### src/rtl/permutation_round_sequencer.sv
`default_nettype none
// ============================================================================
// Module      : permutation_round_sequencer
// Description : Round controller for the ASCON-128 permutation (p^a / p^b).
//               Issues round index, state enable, init select and done pulse.
// Revision    : 1.0 - initial release
// ============================================================================
module permutation_round_sequencer #(
    parameter int ROUNDS_A = 12,
    parameter int ROUNDS_B = 6
) (
    input  logic       clock_i,
    input  logic       reset_i,
    input  logic       start_i,
    input  logic       mode_i,
    output logic [3:0] round_o,
    output logic       sel_init_o,
    output logic       en_reg_state_o,
    output logic       busy_o,
    output logic       done_o
);

    localparam logic [1:0] c_IDLE = 2'd0;
    localparam logic [1:0] c_RUN  = 2'd1;
    localparam logic [1:0] c_DONE = 2'd2;

    // Both round schedules end on round 11; shorter schedules start later.
    localparam logic [3:0] c_LAST_ROUND = 4'd11;
    localparam logic [3:0] c_START_A    = 4'(12 - ROUNDS_A);
    localparam logic [3:0] c_START_B    = 4'(12 - ROUNDS_B);

    logic [1:0] r_state;
    logic [1:0] w_nextState;
    logic [3:0] r_roundCnt;
    logic [3:0] w_nextRoundCnt;
    logic       r_firstRound;
    logic       w_nextFirstRound;

    always_ff @(posedge clock_i) begin
        if (reset_i) begin
            r_state      <= c_IDLE;
            r_roundCnt   <= 4'd0;
            r_firstRound <= 1'b0;
        end else begin
            r_state      <= w_nextState;
            r_roundCnt   <= w_nextRoundCnt;
            r_firstRound <= w_nextFirstRound;
        end
    end

    always_comb begin
        w_nextState      = r_state;
        w_nextRoundCnt   = r_roundCnt;
        w_nextFirstRound = 1'b0;
        case (r_state)
            c_IDLE: begin
                if (start_i) begin
                    w_nextState      = c_RUN;
                    w_nextRoundCnt   = mode_i ? c_START_B : c_START_A;
                    w_nextFirstRound = 1'b1;
                end
            end
            c_RUN: begin
                if (r_roundCnt == c_LAST_ROUND) begin
                    w_nextState = c_DONE;
                end else begin
                    w_nextRoundCnt = r_roundCnt + 4'd1;
                end
            end
            c_DONE: begin
                w_nextState    = c_IDLE;
                w_nextRoundCnt = 4'd0;
            end
            default: begin
                w_nextState    = c_IDLE;
                w_nextRoundCnt = 4'd0;
            end
        endcase
    end

    always_comb begin
        round_o        = 4'd0;
        sel_init_o     = 1'b0;
        en_reg_state_o = 1'b0;
        busy_o         = 1'b0;
        done_o         = 1'b0;
        case (r_state)
            c_RUN: begin
                round_o        = r_roundCnt;
                sel_init_o     = r_firstRound;
                en_reg_state_o = 1'b1;
                busy_o         = 1'b1;
            end
            c_DONE: begin
                round_o = c_LAST_ROUND;
                busy_o  = 1'b1;
                done_o  = 1'b1;
            end
            default: begin
                round_o = 4'd0;
            end
        endcase
    end

endmodule
`default_nettype wire
### config.mk
export PLATFORM = sky130hd
export DESIGN_NAME = permutation_round_sequencer
export DESIGN_NICKNAME = d
export VERILOG_FILES = /design/src/rtl/permutation_round_sequencer.sv
export SDC_FILE = /design/constraint.sdc
export NUM_CORES = 1
export LEC_CHECK = 0
export CORE_AREA = 2 2 39 41
export CTS_BUF_LIST = sky130_fd_sc_hd__clkbuf_2
export DETAILED_ROUTE_END_ITERATION = 12
export DIE_AREA = 0 0 41 43
export SLEW_MARGIN = 10
export SYNTH_ARGS = -nofsm -noshare
export SYNTH_HDL_FRONTEND = slang
export SYNTH_SLANG_ARGS = --single-unit
### constraint.sdc
create_clock -name clock_i -period 2.7 [get_ports clock_i]
set_input_delay 0.27 -clock clock_i [delete_from_list [all_inputs] [get_ports clock_i]]
set_output_delay 0.27 -clock clock_i [all_outputs]
set_load 0.05 [all_outputs]
==> results by group <==
Status
  • Run status: completed

Detailed routing
  • Number of design rule violations left after detail routing: 0
  • DRT antenna net count: 0
  • Routed wire per std cell: between 10 and 15 µm
  • Iteration-0 DRC count of the detailed router: 14
  • Vias per inst: about 5.5
  • Total vias in the final route: between 400 and 500
  • Number of search-and-repair iterations in the first detailed-routing pass: 4
  • Final wirelength: 1080 µm

Clock network
  • CTS HTree Levels: 1
  • Post-CTS Hold Buffers: 0
  • Reg clk slew, reported paths: 80 ps
  • CTS Root Cell: clkbuf_2
  • Clock tree from TritonCTS: yes
  • Setup fix buffers added after clock tree synthesis: 0
  • Sink Count: 7
  • # resized after CTS: 0
  • Clk_lat worst skew: approximately 250 ps
  • Number of buffers on the longest clock path: 2
  • Cts bufs inserted: 3

Die
  • Chip Width: just over 40 µm
  • DIE HEIGHT: 43 µm
  • # IOs: 12
  • Die ar.: 1760 µm²
  • Number of rows in the core area: 14
  • Area of the core: 1380 µm²
  • Starting Density: between 30 and 40%

Logic synthesis
  • Count of unique library cells instantiated by Yosys: 25
  • Share of async-settable or async-resettable flops after synthesis: 0%
  • Net Count, Synth: between 60 and 70
  • Xor/xnor cell area share of the yosys netlist: 0%
  • Largest family of logic cells by synthesized area: simple AND/OR/NAND/NOR gates
  • Number of instances in the synthesized netlist: between 50 and 60
  • Post-synth EDFFs: 0
  • Area fraction of the dominant cell type after synthesis: 29.4%
  • Share of synthesized cell area in full adder, half adder and majority cells: about an eighth
  • Netlist Area Pre-Place: around 480 µm²
  • Post-synthesis mux area share: 2.10%
  • Number of register bits inferred by synthesis: 7
  • Cells taking the most area after synthesis: dfxtp_1, ha_1, a21oi_1
  • Cell with the most instances after synthesis: dfxtp_1
  • Synth warnings: 0
  • Area share of and/or/nand/nor cells after synthesis: a little under a third
  • Mean area per synthesized cell: 8.83 µm²
  • Synthesized-area fraction occupied by ao, oa, aoi and oai cells: between 20% and 30%
  • Primary FF master, synth: dfxtp_1
  • Register area share after synthesis: 29.4%
  • Most frequent cells after synthesis: dfxtp_1, a21oi_1, ha_1, nor2b_1
  • Largest area contributor in the netlist: dfxtp_1

Flow run
  • Max-cap check violation count: 0

STA
  • Final number of setup-violating endpoints: 0
  • Slew at the pin closest to its max-slew limit: approximately 500 ps
  • Slew HR: between 60 and 70%
  • Fraction of the cycle the final worst path needs: between 80% and 90%
  • Max Clock Skew: roughly 3.9 ps
  • FMAX: 430 MHz
  • Total negative slack: 0 ps
  • Max-slew violations: 0
  • RSZ-0062 raised after global routing: false
  • Shortest period the worst path allows: 2330 ps
  • Final setup margin: between 300 and 400 ps
  • Final hold viol count: 0

Setup path
  • Critical Path Sink: round_o[1]
  • Critical path cell sequence: inv_1, ha_1, a21oi_1, nor2b_1, clkdlybuf4s50_1
  • Worst setup path start: r_state[1]
  • Category of the critical setup timing path: flop to output port
  • Critical path data required time: between 2000 and 2500 ps
  • Worst reg2reg path depth: 5
  • Max Fanout on Critical Path: 10
  • Start of the worst register-to-register path: r_state[0]
  • WP data arrival: between 2000 and 2500 ps
  • Slowest CP cell: clkdlybuf4s50_1
  • Highest cell delay on the worst timing path: about 810 ps
  • Critical register-to-register path endpoint: r_roundCnt[2]
  • Critical path startpoint category: flop
  • Setup crit end kind: output port
  • Setup slack of the most critical reg-to-reg path: about 1100 ps

GRT
  • Wire length of the first global-routing pass: roughly 1800 µm
  • Antenna violations before repair: 0
  • Pin count of the biggest net entering global routing: 11
  • Global-route usage over all layers: between 10% and 20%
  • Overall overflow remaining after global route: 0
  • Vias in the first global route: approximately 410

Layout
  • Sequential standard cell area: 140 µm²
  • Fraction of final layout cells sized beyond drive strength 1: ~10%
  • Area taken by multi-input logic gates: 322 µm²
  • # nets final: around 80
  • Filler Cell Count: between 100 and 150
  • Area delta synth->final: 30.7%
  • Antenna diodes: 0

Power
  • Power density over the cells: roughly 570 nW/µm²
  • Worst ir drop on vdd: around 290 µV
  • Leakage power: approximately 0.00025 µW

Placement
  • Final weighted congestion of routability-driven global placement: about 0.76
  • Input/output buffers: 11
  • Worst slack at placement: ~640 ps
  • Placed wire-length estimate after detailed placement: between 700 and 800 µm

Worst hold path
  • Worst hold path type: flop to flop
  • Critical hold path startpoint: r_state[1]
## through the flow
| stage | hold WS (ps) | util, % | std cells | instance area, µm² | power (µW) |
|---|---|---|---|---|---|
| 2_1_floorplan | 339 | - | 54 | 477 | 231 |
| 3_3_place_gp | 488 | 43.6 | 80 | 603 | 272 |
| 3_5_place_dp | 488 | 43.6 | 80 | 603 | 271 |
| 4_1_cts | 499 | 45.0 | 84 | 623 | 359 |
| 5_1_grt | 523 | 45.0 | 84 | 623 | 377 |
| 6_report | 489 | 45.0 | 84 | 623 | 355 |
## cell type report
class                      instances  area share, %
sequential                         7           22.5
clock buffer                       4           3.21
multi-input combinational         43           51.6
timing repair buffer              11           17.7
tap                               16           3.21
inverter                           3           1.81
## where the power goes
part	internal (µW)	switching [µW]	leakage [µW]
sequential	114	9.57	0.0000574
clock	39.3	46.9	0.0000166
combinational	58.9	86.3	0.000177
total	212	143	0.000251
## per-layer routing
metal	vias up	wire length (µm)	track usage, %	part of all wire [%]
met5	-	0	0	0
met4	0	16	8.00	1.5
met1	215	448	18.5	42
met3	2	82	5.24	7.6
li1	230	-	-	-
met2	19	532	21.9	49
## worst min-delay path by stage
| stage | depth (start not counted) | slack, ps | end |
|---|---|---|---|
| after CTS | 2 | 500 | r_state[1] |
| after floorplan | 1 | 340 | r_roundCnt[0] |
| after global placement | 2 | 490 | r_state[1] |
| after global routing | 2 | 520 | r_state[1] |
| final | 2 | 490 | r_state[1] |
| after detailed placement | 2 | 490 | r_state[1] |
## cell usage in the layout, fill, tap and decap left out, types with 3 or more instances in the layout
| master | n |
|---|---|
| nand4b_1 | 3 |
| o21ai_0 | 3 |
| nand2_1 | 3 |
| inv_1 | 3 |
| ha_1 | 5 |
| nor2b_1 | 4 |
| a21oi_1 | 6 |
| clkbuf_2 | 4 |
| dfxtp_1 | 7 |
| clkdlybuf4s50_1 | 11 |
## worst max-delay path, delay by kind of cell (launching register included)
kind                       cells  cell delay (ps)
buffers and inverters          2              900
adders and majority gates      1              340
DFF                            1              330
and+or+nand+nor                1              120
AOI/OAI and AO/OA              1              110
## sequential cells by signal, summed over array words and instances, names as in the netlist
register / cells
r_state: 2
r_firstRound: 1
r_roundCnt: 4
## cells by family (layout without fill, tap and decap cells)
kind of cell | after synthesis | after routing
adder cells (fa/ha/maj) | 5 | 5
AO/OA/AOI/OAI | 16 | 16
AND/OR/NAND/NOR | 21 | 21
buffers and inverters | 4 | 18
flip-flops | 7 | 7
multiplexers | 1 | 1
Power figures use the tool's default switching activity.
